[src/rtl/mesh_program_loader.sv]
`default_nettype none
// ============================================================================
// Module   : mesh_program_loader
// Purpose  : Upstream feeder for the mesh input ports. Collects a framed
//            stream of 32-bit words into shadow registers. When a program
//            arrives complete and correctly framed, the shadow contents are
//            transferred in one step to the output registers and a load
//            strobe is raised, so the mesh captures a consistent program.
// Ports    : clk                       - system clock
//            reset                     - synchronous, active-high reset
//            in_valid / in_ready       - stream handshake
//            in_data                   - stream word (DATA_W bits)
//            in_last                   - final word of a program
//            configuration_vector_port - per-port CONF_W configuration vector
//            loads                     - per-port pair of DATA_W data loads
//            load                      - program-valid strobe (LOAD_HOLD cycles)
//            busy                      - high while the load strobe is held
//            frame_err                 - one-cycle pulse on a framing error
//            programs_loaded           - saturating count of delivered programs
// Revision : 1.0 - initial release
// ============================================================================
module mesh_program_loader #(
  parameter int NUM_PORTS = 4,
  parameter int DATA_W    = 32,
  parameter int CONF_W    = 2 * DATA_W,
  parameter int LOAD_HOLD = 1
) (
  input  logic                                      clk,
  input  logic                                      reset,
  input  logic                                      in_valid,
  output logic                                      in_ready,
  input  logic [DATA_W-1:0]                         in_data,
  input  logic                                      in_last,
  output logic [NUM_PORTS-1:0][CONF_W-1:0]          configuration_vector_port,
  output logic [NUM_PORTS-1:0][1:0][DATA_W-1:0]     loads,
  output logic                                      load,
  output logic                                      busy,
  output logic                                      frame_err,
  output logic [7:0]                                programs_loaded
);

  // Four stream words per port: conf low, conf high, load 0, load 1.
  localparam int WORDS_PER_PORT = 4;
  localparam int WORDS          = WORDS_PER_PORT * NUM_PORTS;
  localparam int IDX_W          = $clog2(WORDS);
  localparam logic [IDX_W-1:0] LAST_IDX  = IDX_W'(WORDS - 1);
  localparam logic [IDX_W-1:0] IDX_ONE   = IDX_W'(1);
  localparam logic [3:0]       HOLD_INIT = 4'(LOAD_HOLD - 1);

  typedef enum logic [0:0] {
    ST_COLLECT = 1'b0,
    ST_LOAD    = 1'b1
  } state_t;

  state_t                                  state_q, state_d;
  logic [IDX_W-1:0]                        idx_q, idx_d;
  logic [3:0]                              hold_q, hold_d;
  logic                                    load_q, load_d;
  logic                                    frame_err_q, frame_err_d;
  logic [7:0]                              cnt_q, cnt_d;
  logic [WORDS-1:0][DATA_W-1:0]            shadow_q, shadow_d;
  logic [NUM_PORTS-1:0][CONF_W-1:0]        conf_q, conf_d;
  logic [NUM_PORTS-1:0][1:0][DATA_W-1:0]   loads_q, loads_d;

  // Shadow image with the final word merged in, so the output registers can
  // be updated on the same edge that accepts the last word.
  logic [WORDS-1:0][DATA_W-1:0]            merged;
  logic [NUM_PORTS-1:0][CONF_W-1:0]        prog_conf;
  logic [NUM_PORTS-1:0][1:0][DATA_W-1:0]   prog_loads;
  logic                                    xfer;

  always_comb begin
    merged           = shadow_q;
    merged[LAST_IDX] = in_data;
  end

  genvar p;
  generate
    for (p = 0; p < NUM_PORTS; p++) begin : g_port
      assign prog_conf[p]     = {merged[WORDS_PER_PORT*p + 1], merged[WORDS_PER_PORT*p]};
      assign prog_loads[p][0] = merged[WORDS_PER_PORT*p + 2];
      assign prog_loads[p][1] = merged[WORDS_PER_PORT*p + 3];
    end
  endgenerate

  assign in_ready = (state_q == ST_COLLECT);
  assign xfer     = in_valid && in_ready;

  always_comb begin
    state_d     = state_q;
    idx_d       = idx_q;
    hold_d      = hold_q;
    load_d      = load_q;
    frame_err_d = 1'b0;
    cnt_d       = cnt_q;
    shadow_d    = shadow_q;
    conf_d      = conf_q;
    loads_d     = loads_q;

    case (state_q)
      ST_COLLECT: begin
        if (xfer) begin
          shadow_d[idx_q] = in_data;
          if (idx_q == LAST_IDX) begin
            idx_d = '0;
            if (in_last) begin
              state_d = ST_LOAD;
              load_d  = 1'b1;
              hold_d  = HOLD_INIT;
              conf_d  = prog_conf;
              loads_d = prog_loads;
              if (cnt_q != 8'hFF) begin
                cnt_d = cnt_q + 8'd1;
              end
            end else begin
              // Program overran its length without a terminator.
              frame_err_d = 1'b1;
            end
          end else if (in_last) begin
            // Terminator arrived early; drop the partial program.
            idx_d       = '0;
            frame_err_d = 1'b1;
          end else begin
            idx_d = idx_q + IDX_ONE;
          end
        end
      end
      ST_LOAD: begin
        if (hold_q == 4'd0) begin
          state_d = ST_COLLECT;
          load_d  = 1'b0;
          idx_d   = '0;
        end else begin
          hold_d = hold_q - 4'd1;
        end
      end
      default: begin
        state_d = ST_COLLECT;
        load_d  = 1'b0;
        idx_d   = '0;
      end
    endcase
  end

  always_ff @(posedge clk) begin
    if (reset) begin
      state_q     <= ST_COLLECT;
      idx_q       <= '0;
      hold_q      <= '0;
      load_q      <= 1'b0;
      frame_err_q <= 1'b0;
      cnt_q       <= '0;
      shadow_q    <= '0;
      conf_q      <= '0;
      loads_q     <= '0;
    end else begin
      state_q     <= state_d;
      idx_q       <= idx_d;
      hold_q      <= hold_d;
      load_q      <= load_d;
      frame_err_q <= frame_err_d;
      cnt_q       <= cnt_d;
      shadow_q    <= shadow_d;
      conf_q      <= conf_d;
      loads_q     <= loads_d;
    end
  end

  assign configuration_vector_port = conf_q;
  assign loads                     = loads_q;
  assign load                      = load_q;
  assign busy                      = (state_q == ST_LOAD);
  assign frame_err                 = frame_err_q;
  assign programs_loaded           = cnt_q;

endmodule
`default_nettype wire

[config.mk]
export PLATFORM = sky130hd
export DESIGN_NAME = mesh_program_loader
export DESIGN_NICKNAME = d
export VERILOG_FILES = /design/src/rtl/mesh_program_loader.sv
export SDC_FILE = /design/constraint.sdc
export NUM_CORES = 2
export LEC_CHECK = 0
export ABC_AREA = 0
export BUFFER_PORTS_ARGS = -buffer_cell sky130_fd_sc_hd__buf_2
export CAP_MARGIN = 5
export CORE_MARGIN = 2
export CORE_UTILIZATION = 50
export CTS_BUF_LIST = sky130_fd_sc_hd__clkbuf_4 sky130_fd_sc_hd__clkbuf_8
export CTS_CLUSTER_DIAMETER = 40
export DETAILED_ROUTE_END_ITERATION = 7
export GPL_ROUTABILITY_DRIVEN = 0
export PLACE_DENSITY = 0.72
export SYNTH_ARGS = -nofsm -noshare
export SYNTH_HDL_FRONTEND = slang
export SYNTH_SLANG_ARGS = --single-unit
[constraint.sdc]
create_clock -name clk -period 2.5 [get_ports clk]
set_input_delay 0.25 -clock clk [delete_from_list [all_inputs] [get_ports clk]]
set_output_delay 0.25 -clock clk [all_outputs]
set_load 0.005 [all_outputs]
==> parameters.txt <==
Parameter                              Value

Outcome
  Result of the run ... finished, final reports clean

Clock network
  Number of buffers added by the clock tree synthesis step ... 161
  Buffers from clock root to sink, at most ... 3
  Worst-Skew Late Latency ... about 810 ps
  Level count of the clock H-tree ... 4
  Clock root buffer ... sky130_fd_sc_hd__clkbuf_8
  Clock transition at the registers of the reported paths ... 60 ps
  CTS sink cnt ... 1011
  Count of cells resized by post-cts repair ... 0
  CTS tree ... yes

Setup path
  CP startpoint kind ... flop
  Slowest cell on crit path ... sky130_fd_sc_hd__dfxtp_1
  Slack of the worst reg-to-reg path ... 370 ps
  Data arrival at the endpoint of the critical path ... 2860 ps
  Type of the worst setup path ... flop to flop
  CP Capture Type ... flop
  CP Data Required Time ... between 3000 and 4000 ps
  Worst reg2reg path depth ... 7
  Start of the worst register-to-register path ... idx_q[0]
  Critical path origin ... idx_q[0]
  Crit path largest cell delay ... between 400 and 500 ps
  Biggest fanout along the worst timing path ... 83
  Ordered list of cells on the worst path ... ha_1, nand3b_2, nor2_4, buf_12, buf_12, nand2_1, a21oi_1
  CP dominant cell by count ... sky130_fd_sc_hd__buf_12

Yosys
  Mean cell area of the mapped netlist ... 7.79 µm²
  Gate count after technology mapping ... 4504
  Proportion of synthesized chip area in sequential cells ... 0.577
  Number of warnings reported in the yosys synthesis log ... 0
  Flip-flop and latch count after synthesis ... 1011
  Count of flip-flops with a built-in enable after synthesis ... 0
  Share of flip-flops with an asynchronous set or reset ... 0
  Syn_nets ... about 4500
  Mapped cell area ... 35100 µm²
  Post-synth top flop ... sky130_fd_sc_hd__dfxtp_1
  Count of cell types in the netlist ... 36

Global routing
  Number of global-route vias before repair ... 27926
  Number of antenna violations at the first check in global routing ... 4
  Combined global-route utilization of all metal layers ... 0.309
  Overflow after GRT ... 0
  Global-route wire length before repair ... about 170000 µm
  Largest net degree at the start of global routing ... 105

Routing
  Top sig layer ... met5
  Wire length per cell after detailed routing ... 19.4 µm
  Overall via count from detail_route ... 31931
  Number of optimization iterations in the first detailed-route pass ... 6
  Routed via count divided by cell count ... ~5.3
  WL final ... 116000 µm
  Metal1 wirelength ... ~47000 µm
  Met2 wirelength from detailed routing ... 54500 µm
  Met3 wire len ... between 10000 and 15000 µm
  Iter 0 DRT Violations ... around 3800
  Drt drc ... 0
  DRT antenna net count ... 0

Floorplanning
  Total core area ... 69800 µm²
  Number of primary I/O pins ... 560
  Die span in x ... 269 µm
  Floorplan die area ... roughly 72000 µm²
  Row count ... 97
  Die Y ... 269 µm
  Starting Density ... 0.503

Finish
  Final-stage net count ... 4979
  Final cell utilization of the core ... 0.603
  Share of cells above drive strength 1 ... 0.188
  Area delta synth->final ... 20.0%
  Fillcell total ... 6221
  Final Instance Count excl. Fillers ... 6004

Power
  Switching Share ... 0.230
  Pwr per Cell Area ... 751 nW/µm²
  Clock share of power ... 0.459
  Relative contribution of combinational cells to total power ... 0.029
  P_sw ... 7260 µW
  Cell-internal power ... 24300 µW
  Part of the total power dissipated in sequential elements ... 0.512
  Worst IR Drop VDD ... 0.480 mV
  Pleak ... 0.0158 µW

Timing
  Final critical-path required period ... 2130 ps
  Setup violation total in the final timing report ... 0
  Final hold violations ... 0
  Worst slew margin relative to its limit ... 0.306
  Pin slew with the least headroom to its limit ... 1040 ps
  Setup TNS ... 0 ps
  Final worst-path cycle share ... 0.854
  Pins Over Slew Limit ... 0
  Fin Clk Skew ... 38.6 ps
  Post-layout worst setup margin ... ~370 ps
  Peak clock frequency supported by timing ... 468 MHz
  Setup repair after global routing missed its margin ... no

Min path
  HP Class ... primary input to flop
  Worst hold path cell count ... 3
  Hold Startpoint ... in_data[3]

Flow run
  Maximum capacitance violations ... 0

Place
  DP HPWL ... 68200 µm
  Worst Setup Slack post-DPL ... 400 ps
  Number of I/O port buffers ... 559
  Placed instance count ... between 5000 and 6000
[state kept, by name, summed over array words and instances, names as in the netlist]
signal,flops
busy,1
programs_loaded,8
loads,256
idx_q,4
merged,480
load,1
configuration_vector_port,256
hold_q,4
frame_err,1
[cell families (layout without fill, tap and decap cells)]
group | Yosys count | after routing | share of synthesized area
compound gates | 1016 | 1016 | 0.146
xor+xnor | 3 | 3 | 0.000749
flops | 1011 | 1011 | 0.577
buf+inv | 395 | 950 | 0.0472
mux | 2 | 2 | 0.000607
fa+ha+maj | 7 | 7 | 0.00250
simple gates | 2070 | 2070 | 0.226
other cells | 0 | 5 | 0
[final timing paths]
kind / end
max: loads[10]
min: loads[227]
max reg2reg: loads[10]
min reg2reg: configuration_vector_port[101]
[power by group through the flow]
| stage | clock network [µW] | logic, µW | registers, µW |
|---|---|---|---|
| after global placement | 0 | 859 | 16500 |
| final | 14500 | 903 | 16200 |
| after CTS | 14700 | 882 | 16200 |
| after detailed placement | 0 | 863 | 16500 |
| after global routing | 15500 | 923 | 16200 |
| after floorplan | 0 | 437 | 16500 |
[cell usage after synthesis (4+ instances only)]
| master | instances | share of area |
|---|---|---|
| sky130_fd_sc_hd__nand2_1 | 1988 | 0.21 |
| sky130_fd_sc_hd__dfxtp_1 | 1011 | 0.58 |
| sky130_fd_sc_hd__a21oi_1 | 1003 | 0.14 |
| sky130_fd_sc_hd__clkbuf_1 | 255 | 0.027 |
| sky130_fd_sc_hd__buf_2 | 133 | 0.019 |
| sky130_fd_sc_hd__nand3_1 | 23 | 0.0033 |
| sky130_fd_sc_hd__nor2_1 | 18 | 0.0019 |
| sky130_fd_sc_hd__nor3_1 | 9 | 0.0013 |
| sky130_fd_sc_hd__ha_1 | 7 | 0.0025 |
| sky130_fd_sc_hd__inv_1 | 6 | 0.00064 |
| sky130_fd_sc_hd__nand3b_1 | 4 | 0.00086 |
| sky130_fd_sc_hd__nor2b_1 | 4 | 0.00071 |
| sky130_fd_sc_hd__o21ai_0 | 4 | 0.00057 |
| sky130_fd_sc_hd__or2_2 | 4 | 0.00071 |
[cell usage in the layout (no fill, tap or decap), drive strengths merged, types with 2 or more instances in the layout]
master and count:
inv 14, nand3 23, nor3 11, dfxtp 1011, xor2 3, clkinvlp 3, clkinv 18, or4 2
a41oi 2, diode 5, nand2 1988, nor4 2, clkbuf 257, and3 3, dlygate4sd3 17, or3 2
or2 5, nor2 18, nand3b 5, buf 641, a21oi 1003, ha 7, o21ai 4, o31ai 3
nand2b 3, nor2b 4, a311oi 2
[area by class of cell]
class,count,area [µm²],area share
timing repair buffer,658,4010,0.0952
clock inverter,29,226,0.00538
sequential,1011,20200,0.481
multi-input combinational,3098,13200,0.315
tap,940,1180,0.0280
antenna,5,12.5,0.000297
inverter,6,22.5,0.000535
clock buffer,257,3150,0.0749
[layer usage]
layer	track usage	vias up
met5	0	-
met4	0.144	2
met3	0.0656	267
met2	0.487	1452
met1	0.408	14918
li1	-	15292
[critical path: cells and delay by family (launching register included)]
kind                     cells  cell delay (ps)
flip-flops                   1              410
AO/OA/AOI/OAI                1              150
AND/OR/NAND/NOR              3              550
adder cells (fa/ha/maj)      1              300
buffers and inverters        2              570
[what timing repair did]
item	CTS	global route
hold buffers	17	0
setup buffers	0	0
hold endpoints to repair	140	0
[stage by stage]
| stage | power (µW) | hold WS [ps] | instance area, µm² |
|---|---|---|---|
| CTS | 31800 | 5.95 | 42100 |
| global placement | 17400 | 436 | 38500 |
| global route | 32600 | 29.8 | 42100 |
| finish | 31600 | 68.2 | 42100 |
| floorplan | 17000 | 432 | 35100 |
| detailed placement | 17400 | 441 | 38500 |
(Power assumes the default switching activity.)
